**src/rtl/rv_csr_arbiter.sv**
```systemverilog
// Shares one CSR file among NUM_THREADS threads: arbitrate, read, modify, write back, respond.
// Define CSR_ARB_FIXED_PRIO_EN for fixed lowest-index priority instead of round robin.
module rv_csr_arbiter #(
   parameter int NUM_THREADS = 4,
   parameter int DATA_WIDTH  = 32,
   parameter int ADDR_WIDTH  = 12
) (
   input  logic                              clk,
   input  logic                              rst,
   input  logic [NUM_THREADS-1:0]            thr_req,
   input  logic [2*NUM_THREADS-1:0]          thr_op,
   input  logic [NUM_THREADS*ADDR_WIDTH-1:0] thr_addr,
   input  logic [NUM_THREADS*DATA_WIDTH-1:0] thr_wdata,
   output logic [NUM_THREADS-1:0]            thr_done,
   output logic [DATA_WIDTH-1:0]             thr_rdata,
   output logic                              thr_illegal,
   output logic                              busy,
   output logic                              csr_en,
   output logic [ADDR_WIDTH-1:0]             csr_addr_out,
   input  logic [DATA_WIDTH-1:0]             csr_rdata,
   input  logic                              csr_wr_ok,
   output logic [ADDR_WIDTH-1:0]             csr_addr_in,
   output logic [DATA_WIDTH-1:0]             csr_in,
   output logic                              csr_wr
);
   localparam int IDW = $clog2(NUM_THREADS);

   typedef enum logic [1:0] {S_IDLE, S_RD, S_WB, S_RESP} state_t;
   state_t state, state_n;

   logic [1:0]            op_a    [NUM_THREADS];
   logic [ADDR_WIDTH-1:0] addr_a  [NUM_THREADS];
   logic [DATA_WIDTH-1:0] wdata_a [NUM_THREADS];

   for (genvar g = 0; g < NUM_THREADS; g++) begin : g_unpack
      assign op_a[g]    = thr_op[2*g +: 2];
      assign addr_a[g]  = thr_addr[g*ADDR_WIDTH +: ADDR_WIDTH];
      assign wdata_a[g] = thr_wdata[g*DATA_WIDTH +: DATA_WIDTH];
   end

   function automatic logic write_needed(input logic [1:0] op, input logic [DATA_WIDTH-1:0] w);
      return (op == 2'b01) || (op[1] && (w != '0));
   endfunction

   function automatic logic [DATA_WIDTH-1:0] modify(input logic [1:0] op,
                                                    input logic [DATA_WIDTH-1:0] old,
                                                    input logic [DATA_WIDTH-1:0] w);
      case (op)
         2'b10:   return old | w;
         2'b11:   return old & ~w;
         default: return w;
      endcase
   endfunction

   logic           grant_vld;
   logic [IDW-1:0] grant_id;

`ifdef CSR_ARB_FIXED_PRIO_EN
   always_comb begin
      grant_vld = 1'b0;
      grant_id  = '0;
      for (int i = 0; i < NUM_THREADS; i++) begin
         if (!grant_vld && thr_req[IDW'(i)]) begin
            grant_vld = 1'b1;
            grant_id  = IDW'(i);
         end
      end
   end
`else
   logic [IDW-1:0] rr_ptr;
   logic [IDW:0]   cand;

   // Search starts at rr_ptr and wraps past NUM_THREADS-1 back to 0.
   always_comb begin
      grant_vld = 1'b0;
      grant_id  = '0;
      cand      = '0;
      for (int i = 0; i < NUM_THREADS; i++) begin
         cand = {1'b0, rr_ptr} + (IDW+1)'(i);
         if (cand >= (IDW+1)'(NUM_THREADS)) cand = cand - (IDW+1)'(NUM_THREADS);
         if (!grant_vld && thr_req[cand[IDW-1:0]]) begin
            grant_vld = 1'b1;
            grant_id  = cand[IDW-1:0];
         end
      end
   end

   always_ff @(posedge clk or posedge rst) begin
      if (rst) begin
         rr_ptr <= '0;
      end else if (state == S_IDLE && grant_vld) begin
         rr_ptr <= (grant_id == IDW'(NUM_THREADS-1)) ? '0 : grant_id + 1'b1;
      end
   end
`endif

   logic [1:0]            op_q;
   logic [ADDR_WIDTH-1:0] addr_q;
   logic [DATA_WIDTH-1:0] wdata_q;
   logic [IDW-1:0]        id_q;
   logic                  wr_need_q;

   always_ff @(posedge clk) begin
      if (state == S_IDLE && grant_vld) begin
         op_q      <= op_a[grant_id];
         addr_q    <= addr_a[grant_id];
         wdata_q   <= wdata_a[grant_id];
         id_q      <= grant_id;
         wr_need_q <= write_needed(op_a[grant_id], wdata_a[grant_id]);
      end
   end

   always_comb begin
      state_n = state;
      case (state)
         S_IDLE:  if (grant_vld) state_n = S_RD;
         S_RD:    state_n = S_WB;
         S_WB:    state_n = S_RESP;
         S_RESP:  state_n = S_IDLE;
         default: state_n = S_IDLE;
      endcase
   end

   always_ff @(posedge clk or posedge rst) begin
      if (rst) begin
         state        <= S_IDLE;
         busy         <= 1'b0;
         csr_en       <= 1'b0;
         csr_addr_out <= '0;
         csr_addr_in  <= '0;
         thr_done     <= '0;
         thr_rdata    <= '0;
         thr_illegal  <= 1'b0;
      end else begin
         state       <= state_n;
         busy        <= (state_n != S_IDLE);
         csr_en      <= (state_n == S_RD) || (state_n == S_WB);
         csr_addr_in <= (state_n == S_WB) ? addr_q : '0;
         case (state_n)
            S_RD:    csr_addr_out <= addr_a[grant_id];
            S_WB:    csr_addr_out <= addr_q;
            default: csr_addr_out <= '0;
         endcase
         // Response registers load at the WB->RESP edge and clear one cycle later.
         if (state == S_WB) begin
            thr_done    <= NUM_THREADS'(1) << id_q;
            thr_rdata   <= csr_rdata;
            thr_illegal <= wr_need_q & ~csr_wr_ok;
         end else begin
            thr_done    <= '0;
            thr_rdata   <= '0;
            thr_illegal <= 1'b0;
         end
      end
   end

   // Read data and the protection bit only arrive in WB, so the write strobe is decoded there.
   always_comb begin
      csr_wr = 1'b0;
      csr_in = '0;
      if (state == S_WB && wr_need_q) begin
         csr_in = modify(op_q, csr_rdata, wdata_q);
         csr_wr = csr_wr_ok;
      end
   end

endmodule

```
**config.mk**
```make
export PLATFORM = sky130hd
export DESIGN_NAME = rv_csr_arbiter
export DESIGN_NICKNAME = d
export VERILOG_FILES = /design/src/rtl/rv_csr_arbiter.sv
export SDC_FILE = /design/constraint.sdc
export NUM_CORES = 1
export LEC_CHECK = 0
export CAP_MARGIN = 5
export CORE_UTILIZATION = 40
export DETAILED_ROUTE_END_ITERATION = 8
export GPL_TIMING_DRIVEN = 0
export PLACE_DENSITY = 0.83
export SYNTH_ARGS = -nofsm -noshare
export SYNTH_HDL_FRONTEND = slang
export SYNTH_SLANG_ARGS = --single-unit
```
**constraint.sdc**
```tcl
create_clock -name clk -period 3.04 [get_ports clk]
set_input_delay 0.608 -clock clk [delete_from_list [all_inputs] [get_ports clk]]
set_output_delay 0.608 -clock clk [all_outputs]
set_load 0.005 [all_outputs]
```
==> run summary <==
overall routing resource usage: 26.24%
via count of the first global-routing pass: 5302
leading post-synthesis cells by instance count: mux2i_1, nor2_1, dfrtp_1
total number of H-tree levels: 4
most repeated cell in the gate-level netlist after synthesis: mux2i_1
placer congestion estimate: 0.8212
clk buf depth: 2
number of enable-type register cells in the synthesized netlist: 49
summed negative setup slack over all endpoints: 0 ps
prevailing post-synth register cell: dfrtp_1
die span in x: 123.9 um
synthesis-stage register bit count: 116
Slew headroom: 43.40%
number of vias per cell: 5.056
cell repeated most along the worst path: mux2i_1
final period utilization: 97.45%
number of hold buffers added after cts: 0
count of antenna diodes in the layout: 0
Root Buffer Master: clkbuf_16
MaxCap Viol Count: 0
leading cell types by total area after synthesis: dfrtp_1, edfxtp_1, mux2i_1
largest stage delay on the critical path: 540 ps
post-route cell area: 10000 um^2
clock network fraction of design power: 23.4%
VDD IR-drop max: 0.4600 mV
starting density of the core: 40.92%
unrepaired setup endpoints after global routing: yes
Post-Syn Area: 5947 um^2
Crit Path Max Fanout: 10
growth of design area from synthesis to finish: 68.17%
total leakage power: 0.004206 uW
switching power share of the total: 33.89%
number of search-and-repair iterations in the first detailed-routing pass: 5
result of the run: complete, no violations
clock transition at the registers of the reported paths: 50 ps
routed via count: 5400
post-DR wirelength/cell: 18.61 um
remaining number of nets flagged by the antenna check after routing: 0
post-layout total power: 8269 uW
post-detailed-placement half-perimeter wirelength: 15.92 mm
wire length on met2: 9.952 mm
element type at the critical path start: input port
instance count of the mapped netlist: 533
CTS tree: done
DRC violations left: 0
Async SR Flop Fraction: 57.76%
Synth top area share: 28.19%
length of routed met3 wiring: 937 um
post-layout min period: 2963 ps
Mean Syn Cell Area: 11.16 um^2
Post CTS Setup Buffer Count: 0
number of design-rule violations left by the first detailed-router iteration: 220
pins over their slew limit: 0
Die ar.: 15360 um^2
met1 wire length: 8.454 mm
critical path start-end classification: input port to flip-flop
first-pass GRT wire length: 29.01 mm
Num CTS Buffers: 17
endpoints failing setup: 0
Cell Chain, Critical Path: clkdlybuf4s50_1 -> mux2i_1 -> o22ai_1 -> nor2_2 -> buf_2 -> mux2i_1 -> nor4_2 -> and4_1 -> a31oi_1
cell area after placement: 9383 um^2
final instance count without filler cells: 1068
arrival time of the worst setup path: 3230 ps
placement row count: 44
highest routed layer: met4
data required time at the worst endpoint: 3300 ps
Synth cell types: 33
Port Buffers: 318
register area share after synthesis: 52.93%
number of nets in the layout: 1098
wire length reported by the detailed router: 19.88 mm
Flop pwr share: 30.9%
height of the chip: 123.9 um
slowest cell on the critical path: mux2i_1
Slew @ Worst Pin: 849.0 ps
number of antenna violations at the first check in global routing: 0
fraction of layout instances using a drive strength above 1: 6.900%
NetSw: 2803 uW
highest attainable clock frequency: 337.5 MHz
setup skew after layout: 9.908 ps
Yosys warning count: 0
leftover overflow at the end of global routing: 0
hold crit path type: flip-flop to flip-flop
power density relative to cell area: 826.9 nW/um^2
cell internal pwr: 5466 uW
Clock Latency Late Sink: 420 ps
Clock Sinks: 116
area of the placeable core: 14530 um^2
proportion of power drawn by combinational gates: 45.7%
post-synth net total: 760
number of placed instances, taps included: 1036
pin count of the biggest net entering global routing: 68
boundary pin count: 319
leading area contributor after synthesis: dfrtp_1
Setup crit end kind: flip-flop
final hold viol count: 0
## power groups by stage
stage / Combinational, uW / Sequential [uW] / Clock [uW]
after global routing: 4100 / 2620 / 2040
after floorplan: 1950 / 2580 / 0
final: 3780 / 2560 / 1930
after detailed placement: 3740 / 2580 / 0
after global placement: 3660 / 2570 / 0
after CTS: 3770 / 2560 / 1960
## sequential cells by signal (all words and copies together) (netlist names), 2 cells and up
register,flops
addr_q,12
wdata_q,32
op_q,2
thr_done,4
id_q,2
csr_addr_out,12
csr_addr_in,12
state,2
rr_ptr,2
thr_rdata,32
## layout make-up
class	count	area (um^2)
Buffer	33	183.9
Clock buffer	24	514.2
Clock inverter	8	70.07
Fill cell	1147	4533
Inverter	8	32.53
Multi-Input combinational cell	376	2619
Sequential cell	116	3148
Tap cell	184	230.2
Timing Repair Buffer	319	3203
## per-layer routing
layer	vias up	track usage, %
li1	2561	-
met1	2585	33.74
met2	222	43.26
met3	32	4.670
met4	0	11.46
met5	-	0
## repair_timing
action | CTS | global route
resized for setup | 0 | 21
endpoints found under the setup margin | 0 | 25
endpoints found under the hold margin | 0 | 0
## through the flow
| step | util, % | setup WS, ps | hold slack, ps |
|---|---|---|---|
| 2_1_floorplan | - | 720.4 | 433.7 |
| 3_3_place_gp | 64.40 | -415.0 | 450.6 |
| 3_5_place_dp | 64.56 | -341.0 | 467.9 |
| 4_1_cts | 68.58 | 13.72 | 480.6 |
| 5_1_grt | 68.81 | -18.73 | 495.6 |
| 6_report | 68.81 | 77.41 | 477.9 |
## critical path: cells and delay by family
family / cells / cell delay [ps]
simple gates: 3 / 740
buf+inv: 2 / 890
mux: 2 / 720
compound gates: 2 / 270
## worst paths after layout
path / slack (ps) / startpoint / endpoint / cells after the start
min: 480 / addr_q[9] / csr_addr_in[9] / 1
max: 80 / thr_req[2] / wr_need_q / 9
min in group asynchronous: 720 / rst / csr_addr_out[9] / 2
min reg2reg: 480 / addr_q[9] / csr_addr_in[9] / 1
max reg2reg: 280 / rr_ptr[1] / wr_need_q / 8
max in group asynchronous: 1770 / rst / csr_addr_out[3] / 2
## cells by family after synthesis
logic type,synth area share [%]
simple gates,14.01
mux,22.22
flops,52.94
compound gates,6.586
buf+inv,3.408
fa+ha+maj,0.8416
## placed cells by master (no fill, tap or decap), drive strengths merged, types with 2 or more instances in the layout
cell type      Yosys  final
dfrtp             67     67
clkinvlp           0      2
nor2b              4      4
clkbuf            17     41
clkdlybuf4s50      0    318
ha                 4      4
nor2              71     71
and2              44     44
a21oi             41     41
o21ai              3      3
and3               2      2
edfxtp            49     49
a31o              12     12
clkinv             0      5
nand2             39     39
and4               2      2
buf               16     17
inv                8      8
a211oi             4      4
nor4               6      6
mux2i            132    132
nand2b             2      2
Power figures use the tool's default switching activity.
==> edit (config.mk and constraints unchanged) <==
Make the reset (`rst`) synchronous in 2 clocked blocks.
--- a/src/rtl/rv_csr_arbiter.sv
+++ b/src/rtl/rv_csr_arbiter.sv
@@ -85,7 +85,7 @@
       end
    end
 
-   always_ff @(posedge clk or posedge rst) begin
+   always_ff @(posedge clk) begin
       if (rst) begin
          rr_ptr <= '0;
       end else if (state == S_IDLE && grant_vld) begin
@@ -121,7 +121,7 @@
       endcase
    end
 
-   always_ff @(posedge clk or posedge rst) begin
+   always_ff @(posedge clk) begin
       if (rst) begin
          state        <= S_IDLE;
          busy         <= 1'b0;
Function: differs if rst is asserted again (counterexample within 4 cycles, from zero or initial values and one cycle with rst high); with rst held inactive, the same outputs for 10 cycles.
==> edit against the original RTL <==
  * The flow now finishes with violations (setup timing)
  * Area after synthesis shrank 5.1%
  * Setup slack lost 130 ps
  * Power grew 0.56%
  * Routed wire length grew 12%
  * Design area shrank 2.1%
  * Synthesized cell count grew 21%
  * Sequential cell count is the same
  * Critical path type unchanged
  * Largest cell class unchanged
  * Largest power group unchanged
==> edit: results (changes against the original RTL) <==
- Status: finished, violations left
- Failing checks: setup timing
- Synth top area cells: edfxtp_1 (26%), dfxtp_1 (24%), nand2_1 (7.6%)
- Peak VDD IR: 0.451 mV (-2.0%)
- Iteration-0 DRC Markers: 508 (+130%)
- Post-DP Area: 9070 sq um (-3.3%)
- P_leak: 3.86 nW (-8.2%)
- Register area share after synthesis: 0.498 (-0.0311)
- Share of layout cells above drive strength 1: 0.0822 (+0.0132)
- CP arrival: 3340 ps (+110 ps)
- Post-route insts no fill: 1,178 (+10%)
- Cells after DPL: 1,146 (+11%)
- Yosys cell types: 37 (+12%)
- Fillers: 1,063 (-7.3%)
- Dpl ws: -520 ps (-179 ps)
- Setup TNS: -48.7 ps (-48.7 ps)
- Pre-antenna DRT Iters: 7 (+2)
- Post-synthesis adder-cell area fraction: 0.00887 (+0.000450)
- Gr usage total: 0.308 (+0.0455)
- Most common library cells after synthesis: nand2_1 (114), nor2_1 (85), dfxtp_1 (67)
- Post-Syn Nets: 874 (+15%)
- PnR worst setup slack: -48.7 ps (-126 ps)
- Main synth FF type: dfxtp_1
- Post-DP HPWL: 17,200 um (+8.2%)
- Final setup vio count: 1 (+1)
- Largest net degree at the start of global routing: 38 (-44%)
- Compound-Gate Fraction of Synth Area: 0.168 (+0.102)
- Mux share of post-synthesis cell area: 0.0142 (-0.208)
- Slew HR: 0.559 (+0.125)
- Global-route wire length before repair: 33,200 um (+15%)
==> edit: final cells by class <==
cell class / count / area (sq um) / share of cell area
flip-flops and latches: 116 / 2810 / 0.287
clock inverters: 15 / 228 / 0.0232
well taps: 180 / 225 / 0.0230
inverters: 5 / 18.8 / 0.00192
clock buffers: 17 / 425 / 0.0434
repair buffers: 319 / 3200 / 0.327
multi-input cells: 474 / 2620 / 0.267
plain buffers: 52 / 267 / 0.0272
==> edit: layer usage <==
metal,part of all wire,routed length (um),vias up,GRT usage
met1,0.41,9180,2919,0.386
met2,0.48,10800,350,0.509
met3,0.070,1560,58,0.0623
met4,0.035,792,0,0.140
li1,-,-,2978,-
met5,0,0,-,0
==> edit: cells by family after synthesis <==
family	Yosys count
AOI/OAI and AO/OA	147
xor gates and xnor gates	1
adders and majority gates	4
buffers and inverters	57
DFF	116
muxes	8
and+or+nand+nor	314
==> edit: what timing repair did <==
action	CTS	global route
endpoints found under the setup margin	1	29
endpoints found under the hold margin	0	0
gates resized for setup	3	29
==> edit: worst paths after layout <==
kind	depth (start not counted)	slack [ps]	from	end
worst min register to register	1	470	addr_q[3]$_DFFE_PP_	csr_addr_in[3]$_SDFF_PP0_
worst max register to register	10	340	rr_ptr[0]$_SDFFE_PP0P_	wr_need_q$_DFFE_PP_
worst min-delay path	1	470	addr_q[3]$_DFFE_PP_	csr_addr_in[3]$_SDFF_PP0_
worst max-delay path	11	-50	thr_req[0]	wr_need_q$_DFFE_PP_
==> edit: where the power goes <==
| part | internal [mW] | switching (mW) |
|---|---|---|
| clock network | 1.46 | 0.762 |
| logic | 1.50 | 2.02 |
| registers | 2.33 | 0.246 |
==> edit: critical path: stages <==
cell	delay, ps
clkdlybuf4s50_1	530
nand2_1	70
a211o_1	330
nand2_1	160
buf_2	270
buf_2	280
nand2_1	120
a31oi_1	480
nor3_1	120
and3_1	170
a31oi_1	200
